[src/rtl/mips_pkg.sv]
// Shared MIPS memory-op definitions for the load/store unit.
// Contents: opcodes, FSM state encoding, word width and opcode classification helpers.
package mips_pkg;

    localparam int WORD_W = 32;

    localparam logic [5:0] OP_NOP = 6'h00;
    localparam logic [5:0] OP_LB  = 6'h20;
    localparam logic [5:0] OP_LH  = 6'h21;
    localparam logic [5:0] OP_LW  = 6'h23;
    localparam logic [5:0] OP_LBU = 6'h24;
    localparam logic [5:0] OP_LHU = 6'h25;
    localparam logic [5:0] OP_SB  = 6'h28;
    localparam logic [5:0] OP_SH  = 6'h29;
    localparam logic [5:0] OP_SW  = 6'h2B;

    typedef enum logic [1:0] {
        ST_IDLE   = 2'd0,
        ST_ACCESS = 2'd1,
        ST_MERGE  = 2'd2,
        ST_RESP   = 2'd3
    } lsu_state_e;

    function automatic logic is_load(input logic [5:0] op);
        return (op == OP_LB) || (op == OP_LH) || (op == OP_LW) ||
               (op == OP_LBU) || (op == OP_LHU);
    endfunction

    function automatic logic is_subword_store(input logic [5:0] op);
        return (op == OP_SB) || (op == OP_SH);
    endfunction

    function automatic logic is_known_op(input logic [5:0] op);
        return is_load(op) || is_subword_store(op) || (op == OP_SW);
    endfunction

endpackage

[src/rtl/load_store_unit_if.sv]
// Pipeline request/response handshake and word-only data-memory bus of the load/store unit.
// slave = the unit itself; master = the pipeline plus data memory facing it.
interface load_store_unit_if;
    import mips_pkg::*;

    logic              req_valid;
    logic              req_ready;
    logic [5:0]        req_op;
    logic [WORD_W-1:0] req_addr;
    logic [WORD_W-1:0] req_wdata;
    logic              resp_valid;
    logic [WORD_W-1:0] resp_rdata;
    logic              resp_err;
    logic [5:0]        mem_op;
    logic [WORD_W-1:0] mem_address;
    logic [WORD_W-1:0] mem_writevalue;
    logic [WORD_W-1:0] mem_readvalue;

    modport slave (
        input  req_valid, req_op, req_addr, req_wdata, mem_readvalue,
        output req_ready, resp_valid, resp_rdata, resp_err,
               mem_op, mem_address, mem_writevalue
    );

    modport master (
        output req_valid, req_op, req_addr, req_wdata, mem_readvalue,
        input  req_ready, resp_valid, resp_rdata, resp_err,
               mem_op, mem_address, mem_writevalue
    );

endinterface

[src/rtl/lsu_align.sv]
// Combinational lane logic: load extension, sub-word store merge and alignment check.
// The alignment check exists only when LSU_ALIGN_CHECK_EN is defined.
module lsu_align
    import mips_pkg::*;
(
    input  logic [5:0]        i_op,
    input  logic [1:0]        i_addr_lo,
    input  logic [WORD_W-1:0] i_word,
    input  logic [15:0]       i_wdata,
    output logic [WORD_W-1:0] o_load,
    output logic [WORD_W-1:0] o_merged,
    output logic              o_align_err
);

    logic [4:0]  w_byte_pos;
    logic [4:0]  w_half_pos;
    logic [7:0]  w_byte;
    logic [15:0] w_half;

    // Little-endian lanes; halfwords ignore address bit 0.
    assign w_byte_pos = {i_addr_lo, 3'b000};
    assign w_half_pos = {i_addr_lo[1], 4'b0000};
    assign w_byte     = i_word[w_byte_pos +: 8];
    assign w_half     = i_word[w_half_pos +: 16];

    always_comb begin
        o_load = '0;
        case (i_op)
            OP_LB:   o_load = {{24{w_byte[7]}}, w_byte};
            OP_LBU:  o_load = {24'b0, w_byte};
            OP_LH:   o_load = {{16{w_half[15]}}, w_half};
            OP_LHU:  o_load = {16'b0, w_half};
            OP_LW:   o_load = i_word;
            default: o_load = '0;
        endcase
    end

    always_comb begin
        o_merged = i_word;
        if (i_op == OP_SB) begin
            o_merged[w_byte_pos +: 8] = i_wdata[7:0];
        end else if (i_op == OP_SH) begin
            o_merged[w_half_pos +: 16] = i_wdata;
        end
    end

`ifdef LSU_ALIGN_CHECK_EN
    always_comb begin
        o_align_err = 1'b0;
        case (i_op)
            OP_LH, OP_LHU, OP_SH: o_align_err = i_addr_lo[0];
            OP_LW, OP_SW:         o_align_err = |i_addr_lo;
            default:              o_align_err = 1'b0;
        endcase
    end
`else
    assign o_align_err = 1'b0;
`endif

endmodule

[src/rtl/load_store_unit.sv]
// Load/store unit: maps MIPS LB/LBU/LH/LHU/LW/SB/SH/SW onto word-only memory LW/SW, using a
// read-modify-write for SB/SH. Misalignment errors are reported only with LSU_ALIGN_CHECK_EN.
module load_store_unit
    import mips_pkg::*;
#(
    parameter logic [5:0] NOP_OP = OP_NOP
)(
    input logic              clock,
    input logic              reset,
    load_store_unit_if.slave bus
);

    logic [1:0]        r_state;
    logic [5:0]        r_op;
    logic [1:0]        r_addr_lo;
    logic [15:0]       r_wdata_lo;
    logic              r_req_ready;
    logic              r_resp_valid;
    logic              r_resp_err;
    logic [WORD_W-1:0] r_resp_rdata;
    logic [5:0]        r_mem_op;
    logic [WORD_W-1:0] r_mem_address;
    logic [WORD_W-1:0] r_mem_writevalue;

    logic              w_idle;
    logic [5:0]        w_op;
    logic [1:0]        w_addr_lo;
    logic [WORD_W-1:0] w_load;
    logic [WORD_W-1:0] w_merged;
    logic              w_align_err;
    logic              w_req_err;

    // In IDLE the lane logic screens the incoming request; afterwards it serves the captured one.
    assign w_idle    = (r_state == ST_IDLE);
    assign w_op      = w_idle ? bus.req_op : r_op;
    assign w_addr_lo = w_idle ? bus.req_addr[1:0] : r_addr_lo;
    assign w_req_err = !is_known_op(bus.req_op) || w_align_err;

    lsu_align u_align (
        .i_op        (w_op),
        .i_addr_lo   (w_addr_lo),
        .i_word      (bus.mem_readvalue),
        .i_wdata     (r_wdata_lo),
        .o_load      (w_load),
        .o_merged    (w_merged),
        .o_align_err (w_align_err)
    );

    // NOTE: state and every output update with <= so all outputs come straight from flops.
    always_ff @(posedge clock or posedge reset) begin
        if (reset) begin
            r_state          <= ST_IDLE;
            r_op             <= NOP_OP;
            r_addr_lo        <= '0;
            r_wdata_lo       <= '0;
            r_req_ready      <= 1'b1;
            r_resp_valid     <= 1'b0;
            r_resp_err       <= 1'b0;
            r_resp_rdata     <= '0;
            r_mem_op         <= NOP_OP;
            r_mem_address    <= '0;
            r_mem_writevalue <= '0;
        end else begin
            case (r_state)
                ST_IDLE: begin
                    if (bus.req_valid) begin
                        r_op        <= bus.req_op;
                        r_addr_lo   <= bus.req_addr[1:0];
                        r_wdata_lo  <= bus.req_wdata[15:0];
                        r_req_ready <= 1'b0;
                        if (w_req_err) begin
                            r_state      <= ST_RESP;
                            r_resp_valid <= 1'b1;
                            r_resp_err   <= 1'b1;
                            r_resp_rdata <= '0;
                        end else begin
                            r_state       <= ST_ACCESS;
                            r_mem_op      <= (bus.req_op == OP_SW) ? OP_SW : OP_LW;
                            r_mem_address <= {bus.req_addr[WORD_W-1:2], 2'b00};
                            if (bus.req_op == OP_SW) begin
                                r_mem_writevalue <= bus.req_wdata;
                            end
                        end
                    end
                end
                ST_ACCESS: begin
                    if (is_subword_store(r_op)) begin
                        r_state          <= ST_MERGE;
                        r_mem_op         <= OP_SW;
                        r_mem_writevalue <= w_merged;
                    end else begin
                        r_state      <= ST_RESP;
                        r_mem_op     <= NOP_OP;
                        r_resp_valid <= 1'b1;
                        r_resp_err   <= 1'b0;
                        r_resp_rdata <= is_load(r_op) ? w_load : '0;
                    end
                end
                ST_MERGE: begin
                    r_state      <= ST_RESP;
                    r_mem_op     <= NOP_OP;
                    r_resp_valid <= 1'b1;
                    r_resp_err   <= 1'b0;
                    r_resp_rdata <= '0;
                end
                default: begin
                    r_state      <= ST_IDLE;
                    r_req_ready  <= 1'b1;
                    r_resp_valid <= 1'b0;
                    r_resp_err   <= 1'b0;
                    r_resp_rdata <= '0;
                    r_mem_op     <= NOP_OP;
                end
            endcase
        end
    end

    assign bus.req_ready      = r_req_ready;
    assign bus.resp_valid     = r_resp_valid;
    assign bus.resp_err       = r_resp_err;
    assign bus.resp_rdata     = r_resp_rdata;
    assign bus.mem_op         = r_mem_op;
    assign bus.mem_address    = r_mem_address;
    assign bus.mem_writevalue = r_mem_writevalue;

endmodule

[src/flat_wrapper.sv]
// flat-port wrapper written by rule: the top's interface ports become plain ports
module load_store_unit_flat import mips_pkg::*;
#(
    parameter logic [5:0] NOP_OP = OP_NOP
)
  (clock, reset, bus_req_valid, bus_req_op, bus_req_addr, bus_req_wdata, bus_mem_readvalue, bus_req_ready, bus_resp_valid, bus_resp_rdata, bus_resp_err, bus_mem_op, bus_mem_address, bus_mem_writevalue);
  load_store_unit_if bus_i ();
  input logic clock;
  input logic reset;
  input wire logic [$bits(bus_i.req_valid)-1:0] bus_req_valid;
  input wire logic [$bits(bus_i.req_op)-1:0] bus_req_op;
  input wire logic [$bits(bus_i.req_addr)-1:0] bus_req_addr;
  input wire logic [$bits(bus_i.req_wdata)-1:0] bus_req_wdata;
  input wire logic [$bits(bus_i.mem_readvalue)-1:0] bus_mem_readvalue;
  output wire logic [$bits(bus_i.req_ready)-1:0] bus_req_ready;
  output wire logic [$bits(bus_i.resp_valid)-1:0] bus_resp_valid;
  output wire logic [$bits(bus_i.resp_rdata)-1:0] bus_resp_rdata;
  output wire logic [$bits(bus_i.resp_err)-1:0] bus_resp_err;
  output wire logic [$bits(bus_i.mem_op)-1:0] bus_mem_op;
  output wire logic [$bits(bus_i.mem_address)-1:0] bus_mem_address;
  output wire logic [$bits(bus_i.mem_writevalue)-1:0] bus_mem_writevalue;
  assign bus_i.req_valid = bus_req_valid;
  assign bus_i.req_op = bus_req_op;
  assign bus_i.req_addr = bus_req_addr;
  assign bus_i.req_wdata = bus_req_wdata;
  assign bus_i.mem_readvalue = bus_mem_readvalue;
  assign bus_req_ready = bus_i.req_ready;
  assign bus_resp_valid = bus_i.resp_valid;
  assign bus_resp_rdata = bus_i.resp_rdata;
  assign bus_resp_err = bus_i.resp_err;
  assign bus_mem_op = bus_i.mem_op;
  assign bus_mem_address = bus_i.mem_address;
  assign bus_mem_writevalue = bus_i.mem_writevalue;
  load_store_unit #(.NOP_OP(NOP_OP)) u_core (.clock(clock), .reset(reset), .bus(bus_i));
endmodule
[config.mk]
export PLATFORM = sky130hd
export DESIGN_NAME = load_store_unit_flat
export DESIGN_NICKNAME = d
export VERILOG_FILES = /design/src/rtl/mips_pkg.sv /design/src/rtl/load_store_unit_if.sv /design/src/rtl/lsu_align.sv /design/src/rtl/load_store_unit.sv /design/src/flat_wrapper.sv
export SDC_FILE = /design/constraint.sdc
export NUM_CORES = 1
export LEC_CHECK = 0
export CAP_MARGIN = 15
export CORE_AREA = 2 2 122 124
export CTS_CLUSTER_SIZE = 16
export DETAILED_ROUTE_END_ITERATION = 8
export DIE_AREA = 0 0 124 126
export PLACE_DENSITY = 0.8
export SYNTH_ARGS = -nofsm -noshare
export SYNTH_HDL_FRONTEND = slang
export SYNTH_SLANG_ARGS = --single-unit
export TNS_END_PERCENT = 30
[constraint.sdc]
create_clock -name clock -period 6.8 [get_ports clock]
set_clock_uncertainty 0.15 [all_clocks]
set_input_delay 2.04 -clock clock [delete_from_list [all_inputs] [get_ports clock]]
set_output_delay 2.04 -clock clock [all_outputs]
set_load 0.05 [all_outputs]
# After elaboration in Yosys (flattened, before gate mapping)
# Index checks and enable logic that the tools add are counted.
[word_totals]
ff_bits = 129
input_bits = 105
[op_classes]
add_sub_neg = 2
eq_ne = 30
n_shift = 6
muxes = 34
n_bitwise = 1
n_reduce_logical = 21
[op_table]
columns = ["operator", "n"]
rows = [
  ["$mux 32", 10],
  ["$pmux 32 s5", 1],
  ["$eq 6x6->1 const B", 22],
  ["$pmux 32 s2", 2],
  ["$bwmux 32", 2],
  ["$shift 16x7->32 const A", 1],
  ["$shift 8x7->32 const A", 1],
  ["$shiftx 16x7->32", 1],
  ["$shiftx 32x6->16", 1],
  ["$shiftx 32x6->8", 1],
  ["$shiftx 8x7->32", 1],
  ["$mux 6", 4],
  ["$neg 5->7", 2],
  ["$logic_or 1x1->1", 12],
  ["$pmux 6 s2", 1],
  ["$ne 2x2->1 const B", 5],
  ["$mux 1", 6],
  ["$mux 2", 3],
  ["$pmux 2 s3", 1],
  ["$reduce_and 2->1", 3],
  ["$reduce_and 3->1", 2],
  ["$reduce_and 5->1", 1],
  ["$mux 4", 1],
  ["$pmux 1 s2", 2],
  ["other kinds (8)", 8],
]

# Logic depth before layout (Yosys ltp)
[logic_depth]
depth_word = 10
mapped_depth = 11

# Cells and area by module
# Synthesis repeated with hierarchy kept, for this count alone.
[unflattened]
hier_cells = 589
area_unflattened_um2 = 6954.2
[modules_own_cells]
columns = ["mod", "instances", "cells_each", "area_each_um2", "seq_area_each_um2"]
rows = [
  ["load_store_unit", 1, 424, 5636.7, 3129.3],
  ["lsu_align", 1, 165, 1317.5, 0.0],
]

# Worst setup path after synthesis
# No wires, ideal clock.
[synth_timing]
path_kind = "input to register"
from = "input port bus_req_addr[1]"
to = "register u_core.r_mem_writevalue[6] (netlist: u_core.bus.mem_writevalue[6])"
setup_time_ns = 0.126
t_arrival_ns = 3.759
required_time_ns = 6.524
setup_slack_ns = 2.765
path_stages = 7
path_buffers = 1
cell_sequence = "mux2i_4 > clkbuf_1 > ha_1 > and2_1 > a32o_1 > nor2b_1 > a221o_1"
[synth_between]
elab_chain_len = 8
elab_cells_between_ends = 13
cone_classes = "add/sub (2); shift (4); mux (7)"
[synth_lines]
columns = ["item", "line_no", "rtl"]
rows = [
  ["start: declaration", "flat_wrapper.sv:12", "input wire logic [$bits(bus_i.req_addr)-1:0] bus_req_addr;"],
  ["$mux 2 *", "load_store_unit.sv:36", "assign w_addr_lo = w_idle ? bus.req_addr[1:0] : r_addr_lo;"],
  ["$neg 5->7", "lsu_align.sv:43", "o_merged[w_half_pos +: 16] = i_wdata;"],
  ["$shiftx 16x7->32 or $shift 16x7->32 (tied branches)", "lsu_align.sv:43", ""],
  ["$bwmux 32", "lsu_align.sv:43", ""],
  ["$mux 32", "lsu_align.sv:42", "end else if (i_op == OP_SH) begin"],
  ["$mux 32 *", "lsu_align.sv:40", "if (i_op == OP_SB) begin"],
  ["$mux 32 *", "load_store_unit.sv:87", "if (is_subword_store(r_op)) begin"],
  ["$pmux 32 s2 *", "load_store_unit.sv:64", "case (r_state)"],
  ["end signal: assignment", "load_store_unit.sv:81", "r_mem_writevalue <= bus.req_wdata;"],
  ["end signal: assignment", "load_store_unit.sv:90", "r_mem_writevalue <= w_merged;"],
  ["end: declaration", "load_store_unit.sv:23", "logic [WORD_W-1:0] r_mem_writevalue;"],
]
# Every way passes the cells marked *; elsewhere a longest branch is shown, timed or not. The select of a mux whose other input is x is not followed.
# A chain may end at the register's enable or synchronous reset.

# Final worst setup path
[layout_timing]
from = "input port bus_req_op[2]"
to = "register u_core.r_mem_writevalue[8] (netlist: u_core.bus.mem_writevalue[8])"
[layout_between]
elab_chain_len = 9
elab_cells_between_ends = 25
cone_classes = "eq/ne (12); mux (5); reduce/logical (8)"
[layout_lines]
columns = ["item", "line_no", "rtl"]
rows = [
  ["start: declaration", "flat_wrapper.sv:11", "input wire logic [$bits(bus_i.req_op)-1:0] bus_req_op;"],
  ["$eq 6x6->1", "mips_pkg.sv:25", "return (op == OP_LB) || (op == OP_LH) || (op == OP_LW) ||"],
  ["$logic_or 1x1->1 (3 in series)", "mips_pkg.sv:25", ""],
  ["$logic_or 1x1->1", "mips_pkg.sv:26", "(op == OP_LBU) || (op == OP_LHU);"],
  ["$logic_or 1x1->1 (2 in series)", "mips_pkg.sv:34", "return is_load(op) || is_subword_store(op) || (op == OP_SW);"],
  ["$ne 2x2->1 (no source line)", "-", ""],
  ["$reduce_and 5->1 (no source line)", "-", ""],
]
# Several ways; a longest one is shown, not always the timed one. The select of a mux whose other input is x is not followed.

==> impl_metrics.yaml <==
run_status:
  status: "finished, final reports clean"
floorplanning:
  die_h_um: 126
  die_w_um: 124
  pin_count: 210
  initial_core_util: 0.462
  row_count: 44
  core_area_um2: 14300
  die_area_um2: 15600
sta:
  slew_headroom: 0.307
  setup_viol: 0
  rsz0062_at_grt: "no"
  layout_setup_ws_ps: 2050
  tightest_slew_ps: 1030
  fin_crit_ps: 4750
  drv_slew: 0
  setup-tns-final_ps: 0
  hold_viol: 0
  min_period_over_period: 0.699
  fmax_mhz: 211
yosys:
  ys_async_sr_fraction: 1.00
  yosys.area.top_type: "dfrtp_1"
  synth_edf_count: 0
  seq_area_frac_synth: 0.474
  synth_area_per_cell_um2: 11.3
  synth_area_um2: 6610
  synthCells: 584
  ys_types: 63
  synth_ff_type: "dfrtp_1"
  yosysWarnings: 0
  synthTopCellsByArea: "dfrtp_1, mux2_1, a221o_1"
  yosys_register_bits: 125
  yosysTopAreaCellShare: 0.470
power_and_ir_drop:
  ir_drop_v: 0.000330
  total_power_mw: 4.46
  p_leak_nw: 3.84
  power_density_nw_per_um2: 477
critical_path:
  cp_max_fo: 17
  path_class: "primary input to flop"
  worstPathRequired_ps: 6930
  r2r_slack_ps: 2880
  startpoint_type: "primary input"
  reg2reg_depth: 6
  end_kind: "flop"
  crit_path_start: "bus_req_op[2]"
  r2r_start: "u_core.r_op[4]"
  critPathArrivalTime_ps: 4880
  r2r_end: "u_core.bus.mem_writevalue[8]"
route:
  drt-initial-drc-count: 519
  num_vias: 5929
  met1_length_um: 8580
  drt_pass1_iterations: 6
  post-route-drc-count: 0
  via_per_inst: 6.09
  wire_per_inst_um: 22.5
  highest_layer: "met4"
  wl_met2_um: 10100
  wirelength_um: 21900
  dr_wl_met3_um: 2210
  antenna_left: 0
min_path:
  hold_class: "flop to flop"
  min_path_cells: 1
  worstHoldStart: "u_core.bus.mem_address[3]"
  min_to: "u_core.bus.mem_address[3]"
global_routing:
  antenna_found_initial: 0
  grt_pass1_wl_um: 33400
  grt_max_degree: 92
  grt_pass1_vias: 5985
  track_usage: 0.285
  grt_overflow: 0
finish:
  n_fill_cell: 1115
  syn_to_final_growth_pct: 41.3
  diodes: 0
  finalNonFillerCells: 973
  nets: 889
  drive_gt1_frac: 0.0837
placement:
  placedCellCount: 941
  dp_slack_ps: 1700
  place.gp.congestion: 0.887
  portBuffers: 205
  hpwl_um: 16000
cts:
  clkSlewWorstSetupHoldPaths_ps: 60
  cts_resized: 0
  htree_levels: 4
  clock_latency_ps: 420
  cts_tree: "done"
  numCtsBuffers: 17
  clockRootBuffer: "clkbuf_16"
  cts.sinks: 125
  ctsHoldBuffers: 0
  clock_path_buffers: 2
  post-cts-setup-buffers: 0
run:
  max_cap_viol_count: 0
## routing by layer
metal  GRT usage  vias up
met1       0.359     2859
li1            -     2639
met5           0        -
met2       0.436      363
met3      0.0879       68
met4       0.155        0
## logic make-up after synthesis
logic type / Yosys count / synth area share
compound gates: 178 / 0.214
other cells: 1 / 0.000568
mux: 85 / 0.143
flops: 125 / 0.474
simple gates: 130 / 0.111
buf+inv: 58 / 0.0451
fa+ha+maj: 7 / 0.0133
## state kept, by name, summed over array words and instances, names as in the netlist
name,cells
u_core.bus.mem_address,30
u_core.bus.mem_op,2
u_core.bus.mem_writevalue,32
u_core.bus.req_ready,1
u_core.bus.resp_err,1
u_core.bus.resp_rdata,32
u_core.bus.resp_valid,1
u_core.r_addr_lo,2
u_core.r_op,6
u_core.r_state,2
u_core.r_wdata_lo,16
## cell usage after synthesis, types with 9 or more instances
cell and count:
a211oi_1 19, a21oi_1 12, a221o_1 25, a221oi_1 14, a22oi_1 19, a32oi_1 9
buf_2 10, buf_4 10, clkbuf_1 16, dfrtp_1 124, inv_1 14, mux2_1 57
mux2i_1 20, nand2_1 28, nand3_1 9, nor2_1 18, nor2b_1 29, nor3_1 16
o21ai_1 18, o22ai_1 10, o31ai_1 10
## worst max-delay path, cell delays in order
cell and delay, ps:
clkdlybuf4s50_1 490, and4bb_1 440, a41o_1 300, o21a_1 790
buf_4 420, mux2i_1 270, o31ai_1 110
## power by group
| group | leakage, nW | total [mW] | internal [mW] | switching (mW) |
|---|---|---|---|---|
| sequential | 1.57 | 1.26 | 1.03 | 0.238 |
| clock | 0.293 | 0.918 | 0.574 | 0.344 |
| combinational | 1.97 | 2.27 | 0.807 | 1.47 |
| total | 3.84 | 4.46 | 2.41 | 2.05 |
## worst max path at each step
stage,end,slack (ps),depth (start not counted)
final,u_core.bus.mem_writevalue[8],2050,7
after detailed placement,u_core.bus.mem_writevalue[12],1700,7
after floorplan,u_core.bus.mem_address[10],1280,1
after global placement,u_core.bus.mem_writevalue[8],1870,7
after global routing,u_core.bus.mem_writevalue[24],1930,7
after CTS,u_core.bus.mem_writevalue[8],2100,7
## stage by stage
| step | cell area, µm² | hold slack, ps | util |
|---|---|---|---|
| 2_1_floorplan | 6620 | 338 | - |
| 4_1_cts | 9310 | 344 | 0.650 |
| 5_1_grt | 9340 | 358 | 0.652 |
| 6_report | 9340 | 338 | 0.652 |
| 3_5_place_dp | 8710 | 332 | 0.609 |
| 3_3_place_gp | 8710 | 322 | 0.609 |
## cells in the final DEF (no fill, tap or decap), drive strengths merged, types with 20 or more instances in the layout
master         instances
dfrtp                124
a221o                 25
nand2                 30
nor2b                 29
mux2i                 21
clkdlybuf4s50        205
a22oi                 20
o21ai                 24
mux2                  64
## final cells by class
cell class	count	area (µm²)	area share
Tap cell	184	230	0.0247
Clock buffer	17	425	0.0456
Sequential cell	125	3130	0.335
Multi-Input combinational cell	404	3190	0.342
Clock inverter	14	170	0.0182
Timing Repair Buffer	212	2120	0.228
Inverter	17	66.3	0.00710
Power figures use the tool's default switching activity.
